==> config.mk <==
export PLATFORM = sky130hd
export DESIGN_NAME = i2c_config_sequencer
export DESIGN_NICKNAME = d
export VERILOG_FILES = /design/src/rtl/i2c_config_sequencer_pkg.sv /design/src/rtl/i2c_gap_timer.sv /design/src/rtl/i2c_config_sequencer.sv
export SDC_FILE = /design/constraint.sdc
export NUM_CORES = 1
export LEC_CHECK = 0
export BUFFER_PORTS_ARGS = -buffer_cell sky130_fd_sc_hd__clkbuf_2
export CORE_AREA = 2 2 75 77
export CTS_BUF_LIST = sky130_fd_sc_hd__clkbuf_16
export DETAILED_ROUTE_END_ITERATION = 6
export DIE_AREA = 0 0 77 79
export PLACE_DENSITY = 0.83
export SYNTH_ARGS = -nofsm -noshare
export SYNTH_HDL_FRONTEND = slang
export SYNTH_HIERARCHICAL = 1
export SYNTH_SLANG_ARGS = --single-unit
==> constraint.sdc <==
create_clock -name CLOCK -period 1.9 [get_ports CLOCK]
set_clock_uncertainty 0.15 [all_clocks]
set_input_delay 0.285 -clock CLOCK [delete_from_list [all_inputs] [get_ports CLOCK]]
set_output_delay 0.285 -clock CLOCK [all_outputs]
set_load 0.02 [all_outputs]
==> src/rtl/i2c_config_sequencer_pkg.sv <==
// Shared definitions for the I2C configuration sequencer.
//   WORD_W             : width of one config word (device-address byte + 2 payload bytes)
//   GAP_W              : width of the inter-transfer gap counter
//   DEFAULT_GAP_CYCLES : default idle cycles between transfers
//   CODEC_ADDR         : 7-bit I2C address of the audio codec
//   state_t            : sequencer FSM states
package i2c_config_sequencer_pkg;

    localparam int WORD_W             = 24;
    localparam int GAP_W              = 16;
    localparam int DEFAULT_GAP_CYCLES = 250;

    localparam logic [6:0] CODEC_ADDR = 7'h1A;

    typedef enum logic [2:0] {
        IDLE,
        LOAD,
        ISSUE,
        WAIT,
        GAP,
        FINISH,
        FAIL
    } state_t;

endpackage

==> src/rtl/i2c_gap_timer.sv <==
// Idle-gap timer between I2C transfers.
//   CLOCK   in  : clock
//   RESET   in  : synchronous active-high reset
//   load    in  : clear the counter (asserted on the cycle before the gap starts)
//   enable  in  : count while high (the gap state)
//   expired out : high on the last cycle of the gap
import i2c_config_sequencer_pkg::*;

module i2c_gap_timer #(
    parameter int GAP_CYCLES = DEFAULT_GAP_CYCLES
) (
    input  logic CLOCK,
    input  logic RESET,
    input  logic load,
    input  logic enable,
    output logic expired
);

    localparam logic [GAP_W-1:0] LAST = GAP_W'(GAP_CYCLES - 1);

    logic [GAP_W-1:0] count;

    // count k is held during the (k+1)-th gap cycle, so the gap lasts exactly
    // GAP_CYCLES cycles when expired is taken as the exit condition
    assign expired = enable && (count == LAST);

    always_ff @(posedge CLOCK) begin
        if (RESET || load) begin
            count <= '0;
        end else if (enable && !expired) begin
            count <= count + GAP_W'(1);
        end
    end

endmodule

==> src/rtl/i2c_config_sequencer.sv <==
// Walks a config ROM and hands each word to an I2C engine, with NACK retry.
//   CLOCK, RESET   in  : clock, synchronous active-high reset
//   start          in  : one-cycle request to run the whole sequence (IDLE only)
//   cfg_index      out : ROM address of the current word
//   cfg_data       in  : ROM word, valid one cycle after cfg_index changes
//   xfer_start     out : one-cycle pulse to the engine
//   xfer_data      out : word to send, stable from xfer_start to xfer_done
//   xfer_done      in  : end-of-transfer pulse from the engine
//   xfer_nack      in  : qualifies xfer_done; 1 = some ACK slot was NACKed
//   busy           out : sequence in progress
//   done, error    out : sticky completion / retry-exhausted flags
import i2c_config_sequencer_pkg::*;

module i2c_config_sequencer #(
    parameter int NUM_WORDS  = 11,
    parameter int GAP_CYCLES = DEFAULT_GAP_CYCLES,
    parameter int MAX_RETRY  = 3
) (
    input  logic              CLOCK,
    input  logic              RESET,
    input  logic              start,
    output logic [3:0]        cfg_index,
    input  logic [WORD_W-1:0] cfg_data,
    output logic              xfer_start,
    output logic [WORD_W-1:0] xfer_data,
    input  logic              xfer_done,
    input  logic              xfer_nack,
    output logic              busy,
    output logic              done,
    output logic              error
);

    localparam logic [3:0] LAST_IDX  = 4'(NUM_WORDS - 1);
    localparam logic [2:0] RETRY_LIM = 3'(MAX_RETRY);

    state_t     state;
    logic [3:0] index;
    logic [2:0] retry;
    logic       gap_load;
    logic       gap_expired;

    // the index register is the ROM address; it is updated on WAIT exit so
    // the ROM has the whole gap to settle before LOAD/ISSUE
    assign cfg_index = index;

    // counter is cleared on the WAIT exit edge, i.e. on entry to GAP
    assign gap_load = (state == WAIT) && xfer_done;

    i2c_gap_timer #(
        .GAP_CYCLES (GAP_CYCLES)
    ) u_gap (
        .CLOCK   (CLOCK),
        .RESET   (RESET),
        .load    (gap_load),
        .enable  (state == GAP),
        .expired (gap_expired)
    );

    // xfer_start/xfer_data are registered out of ISSUE, so the pulse appears
    // on the first WAIT cycle: done -> start spacing is GAP_CYCLES+3
    always_ff @(posedge CLOCK) begin
        if (RESET) begin
            state      <= IDLE;
            index      <= '0;
            retry      <= '0;
            xfer_start <= 1'b0;
            xfer_data  <= '0;
            busy       <= 1'b0;
            done       <= 1'b0;
            error      <= 1'b0;
        end else begin
            xfer_start <= 1'b0;
            case (state)
                IDLE: begin
                    if (start) begin
                        state <= LOAD;
                        index <= '0;
                        retry <= '0;
                        done  <= 1'b0;
                        error <= 1'b0;
                        busy  <= 1'b1;
                    end
                end
                LOAD: state <= ISSUE;
                ISSUE: begin
                    xfer_data  <= cfg_data;
                    xfer_start <= 1'b1;
                    state      <= WAIT;
                end
                WAIT: begin
                    if (xfer_done) begin
                        if (!xfer_nack) begin
                            retry <= '0;
                            if (index == LAST_IDX) begin
                                state <= FINISH;
                                busy  <= 1'b0;
                                done  <= 1'b1;
                            end else begin
                                index <= index + 4'd1;
                                state <= GAP;
                            end
                        end else if (retry < RETRY_LIM) begin
                            retry <= retry + 3'd1;
                            state <= GAP;
                        end else begin
                            state <= FAIL;
                            busy  <= 1'b0;
                            error <= 1'b1;
                        end
                    end
                end
                GAP: begin
                    if (gap_expired) state <= LOAD;
                end
                FINISH: state <= IDLE;
                FAIL:   state <= IDLE;
                default: state <= IDLE;
            endcase
        end
    end

endmodule

== Yosys cells after proc, flatten, opt, wreduce, memory -nomap -nowiden ==
Index checks and enable logic that the tools add are counted.
Storage, ports and cells
  output and inout bits: 32
  bits in latches: 0
  memory bits (read-only): 0
  register bits after elaboration: 54
  bits in writable memories: 0
  input bits: 29
  memories: 0
Operators by class
  multipliers: 0
  add/sub/neg operators: 3
  magnitude comparators: 1
  reductions and logical operators: 13
  bitwise operators: 0
  mux-type cells: 33
  shift-type cells: 0
  equality and inequality tests: 17
  divide/modulo/power cells: 0
Operators by type and width (count)
  $mux W3: 8
  $reduce_and A5 Y1: 4
  $add A16 B1 Y16 const B: 1
  $eq A16 B8 Y1 const B: 1
  $mux W4: 4
  $pmux W3 S5: 1
  $mux W1: 14
  $ne A2 B2 Y1 const B: 7
  $pmux W4 S2: 1
  $eq A3 B2 Y1 const B: 2
  $ne A3 B2 Y1 const B: 2
  $pmux W1 S2: 3
  $pmux W3 S2: 1
  $add A4 B1 Y4 const B: 1
  $eq A4 B4 Y1 const B: 1
  $reduce_and A4 Y1: 1
  $add A3 B1 Y3 const B: 1
  $eq A3 B1 Y1 const B: 1
  $eq A3 B3 Y1 const B: 1
  $logic_and A1 B1 Y1: 3
  $logic_not A3 Y1: 1
  $lt A3 B2 Y1 const B: 1
  $ne A3 B3 Y1 const B: 1
  $reduce_and A3 Y1: 1
  other kinds (5): 5

== Longest topological paths before layout ==
  word-level depth: 5
  depth in mapped cells: 8

== Hierarchy ==
Netlist, hierarchy kept.
By module, submodules not included
  i2c_config_sequencer: cells each 189, sequential area each 760.7 µm², times used 1, area an instance 1642.8 µm²
  i2c_gap_timer: cells each 93, sequential area each 320.3 µm², times used 1, area an instance 842.1 µm²

== Least setup slack after synthesis ==
Ideal clock, no wire load.
  path type: flip-flop to flip-flop
  start: reg u_gap.count[1]
  end: reg state[0]
  setup time: 0.058 ns
  cell stages (with the launch flop): 9
  path buffers: 0
  arrival time: 1.797 ns
  slack: -0.105 ns
  path through: dfxtp_1 inv_1 ha_1 nor4b_1 and4_1 and2_2 a2111oi_2 o21bai_1 o21a_1
Between the ends
  word-level cells in the longest chain between the ends: 4
RTL lines
  start, declared: RTL line i2c_gap_timer.sv:21  | logic [GAP_W-1:0] count;
  start signal, assigned: RTL line i2c_gap_timer.sv:31  | count <= count + GAP_W'(1);
  $eq A16 B8 Y1: RTL line i2c_gap_timer.sv:25  | assign expired = enable && (count == LAST);
  $logic_and A1 B1 Y1: RTL line i2c_gap_timer.sv:25
  named net gap_expired: RTL line i2c_config_sequencer.sv:40  | logic gap_expired;
  $ne A2 B2 Y1 (no source line)
  $reduce_and A3 Y1 (no source line)
  end signal, assigned: RTL line i2c_config_sequencer.sv:63  | state <= IDLE;
  end signal, assigned: RTL line i2c_config_sequencer.sv:76  | state <= LOAD;
  end signal, assigned: RTL line i2c_config_sequencer.sv:84  | LOAD: state <= ISSUE;
  end, declared: RTL line i2c_config_sequencer.sv:36  | state_t state;
The timed path passes the listed nets, and every way through them passes these cells.
A chain may end at the register's enable or synchronous reset.

== Final worst setup path ==
  start: reg u_gap.count[1]
  end: reg state[1]
The elaborated chain is that of the path after synthesis.

==> impl_metrics.toml <==
[synthesis]
yosysSeqAreaShare_pct = 43.50
synth-compound-area-share_pct = 14.65
synth_mux_area_share_pct = 0.8056
synth_area_um2 = 2485
yosysWarnings = 6
synth_edf_count = 0
synth_cells = 282
synth-simple-area-share_pct = 30.26
syn_avg_cell_area_um2 = 8.812
synth_top_family_by_area = "simple AND/OR/NAND/NOR gates"
ys_seq_elements = 54
synth_fa_ha_area_share_pct = 2.518
synth_xor_xnor_area_share_pct = 3.172
synthArstFlopShare_pct = 0
synth.net_count = 316
synth_cell_types = 56
ys.flop_type = "dfxtp_1"

[route]
drc = 0
wl_per_cell_um = 13.51
drt-total-wl_um = 5715
ant_nets = 0
via_per_inst = 5.111
drt_iter0_drc = 92
dr.pass1.iters = 4
num_vias = 2162

[pwr]
leakagePower_nw = 1.306
vdd_ir_drop_max_mv = 0.4829
power_per_cell_area_nw_per_um2 = 821.3

[clocking]
root_buffer = "clkbuf_16"
insertion_delay_ns = 0.29
path_clk_slew_ns = 0.07
cts.sinks = 54
cts_hold_buf = 0
htree_levels = 2
cts_tree = "done"
cts_buffers = 5
cts_buffer_depth = 2

[die]
die_h_um = 79
core_um2 = 5338
die_w_um = 77
row_count = 27
dieArea_um2 = 6083
io_pins = 61
start_util_pct = 46.55

[final_layout]
multi_input_comb_area_um2 = 1333
num-nets-final = 385
diodes = 0
final-seq-area_um2 = 1082
layout-drive-gt1-share_pct = 31.62
area_growth_syn_to_layout_pct = 24.82
fill_cells = 482
fin_area_um2 = 3102

[worst_setup_path]
path_class = "register to register"
rr_worst_depth = 8
end_kind = "register"
worstPathMaxFanout = 3
r2r_slack_ns = 0.06
endpoint = "state[1]$_SDFFE_PP0P_"
critPathLaunch = "u_gap/count[1]$_SDFFE_PP0P_"
reg2reg_to = "state[1]$_SDFFE_PP0P_"
required_ns = 1.99
critPathLaunchType = "register"
critPathArrivalTime_ns = 1.93
worstReg2RegStart = "u_gap/count[1]$_SDFFE_PP0P_"

[timing]
finalCriticalPeriod_ns = 1.838
final-max-slew-violation-count = 0
rsz0062_at_grt = "false"
finalHoldViolCount = 0
worst_slack_ns = 0.06164
clock.fmax_mhz = 544.0
slew_headroom_pct = 73.59
fin_crit_sh_pct = 96.76
setup_violations = 0
worst_pin_slew_ns = 0.3906

[global_route]
grt-ovfl-total = 0
grt_pass1_wl_um = 9563
grt_max_degree = 26
first_global_vias = 2070
antenna_found_initial = 0
track_usage_pct = 19.44

[place]
dp_hpwl_um = 3874
pre_cts_slack_ns = -0.06209
dpl_cell_area_um2 = 2913
gp_congestion = 0.8543
port_buffers = 60

[status]
status = "finished clean"

[run]
cap_violations = 0

[worst_hold_path]
hp-class = "primary input to register"
==> stage by stage <==
stage | total power [W] | setup TNS (ns) | hold WS, ns | instances | utilization, %
2_1_floorplan | 0.001548 | 0 | 0.2710 | 282 | -
5_1_grt | 0.002658 | 0 | 0.06559 | 423 | 58.11
4_1_cts | 0.002573 | 0 | 0.05456 | 423 | 57.88
3_3_place_gp | 0.001667 | 0 | 0.2922 | 415 | 54.57
6_report | 0.002548 | 0 | 0.06006 | 423 | 58.11
3_5_place_dp | 0.001681 | -0.1061 | 0.2969 | 415 | 54.57
==> sequential cells by signal, summed over array words and instances, names as in the netlist <==
signal       flops
xfer_data       24
u_gap/count     16
cfg_index        4
retry            3
state            3
busy             1
done             1
error            1
xfer_start       1
==> cells by family after synthesis <==
family                   count (synthesis)
adder cells (fa/ha/maj)                  5
buffers and inverters                   23
XOR/XNOR                                 9
AND/OR/NAND/NOR                        129
multiplexers                             2
AO/OA/AOI/OAI                           60
flip-flops                              54
==> power by group <==
group          total [W]  internal [W]  switching (W)
clock           0.000879      0.000484       0.000395
sequential       0.00122       0.00119      0.0000313
combinational   0.000448      0.000170       0.000278
==> worst min-delay path by stage <==
stage,startpoint,cells past startpoint,endpoint
after floorplan,cfg_data[0],2,xfer_data[0]$_SDFFE_PP0N_
after global placement,xfer_data[3]$_SDFFE_PP0N_,2,xfer_data[3]$_SDFFE_PP0N_
after detailed placement,xfer_data[8]$_SDFFE_PP0N_,2,xfer_data[8]$_SDFFE_PP0N_
after CTS,cfg_data[12],3,xfer_data[12]$_SDFFE_PP0N_
after global routing,cfg_data[19],3,xfer_data[19]$_SDFFE_PP0N_
final,cfg_data[7],3,xfer_data[7]$_SDFFE_PP0N_
==> routing by layer <==
layer  global-route usage [%]  up-vias  share of wire, %
li1                         -     1111                 -
met1                    22.67      990                43
met2                    34.47       44                51
met3                    3.636       17               3.0
met4                    9.464        0               3.3
met5                        0        -                 0
==> cell usage after synthesis (3+ instances only) <==
| cell | count | area, um2 |
|---|---|---|
| dfxtp_1 | 54 | 1081 |
| nand2_1 | 61 | 229.0 |
| inv_1 | 8 | 30.03 |
| nand3_1 | 4 | 20.02 |
| a21oi_1 | 34 | 170.2 |
| nor2b_1 | 3 | 18.77 |
| clkbuf_1 | 5 | 18.77 |
| buf_6 | 3 | 33.78 |
| a31oi_1 | 4 | 25.02 |
| ha_1 | 5 | 62.56 |
| nor3_1 | 7 | 35.03 |
| or3_1 | 6 | 37.54 |
| nor2_1 | 18 | 67.56 |
| nor4_2 | 3 | 37.54 |
| o21ai_0 | 6 | 30.03 |
| xnor2_1 | 7 | 61.31 |
| buf_4 | 4 | 30.03 |
==> critical path, cell delays in order, from the launching register on <==
cell	delay, ns
dfxtp_2	0.33
inv_2	0.03
ha_2	0.15
nor4b_4	0.13
and4_1	0.18
and2_4	0.17
a2111oi_4	0.33
o21bai_4	0.19
o21a_1	0.13
==> layout make-up <==
type	count	share of cell area, %
clock buffer	5	4.034
clock inverter	2	0.4437
inverter	8	0.9681
multi-input combinational	205	42.96
sequential	54	34.89
tap	72	2.904
timing repair buffer	77	13.80
==> cell usage in the layout (no fill, tap or decap), types with 3 or more instances in the layout <==
cell | Yosys | routed
a21oi_1 | 34 | 34
a31oi_1 | 4 | 4
buf_4 | 4 | 17
clkbuf_16 | 0 | 5
clkbuf_2 | 0 | 60
dfxtp_1 | 54 | 53
ha_1 | 5 | 4
inv_1 | 8 | 7
nand2_1 | 61 | 61
nand3_1 | 4 | 3
nor2_1 | 18 | 18
nor2b_1 | 3 | 3
nor3_1 | 7 | 7
nor4_2 | 3 | 4
o21ai_0 | 6 | 6
or3_1 | 6 | 6
xnor2_1 | 7 | 7
==> repair_timing <==
item | CTS | global route
setup endpoints to repair | 2 | 9
setup buffers | 1 | 0
pin swaps | 3 | 1
resized for setup | 5 | 4
No activity file was read; power rests on OpenSTA's default activity.
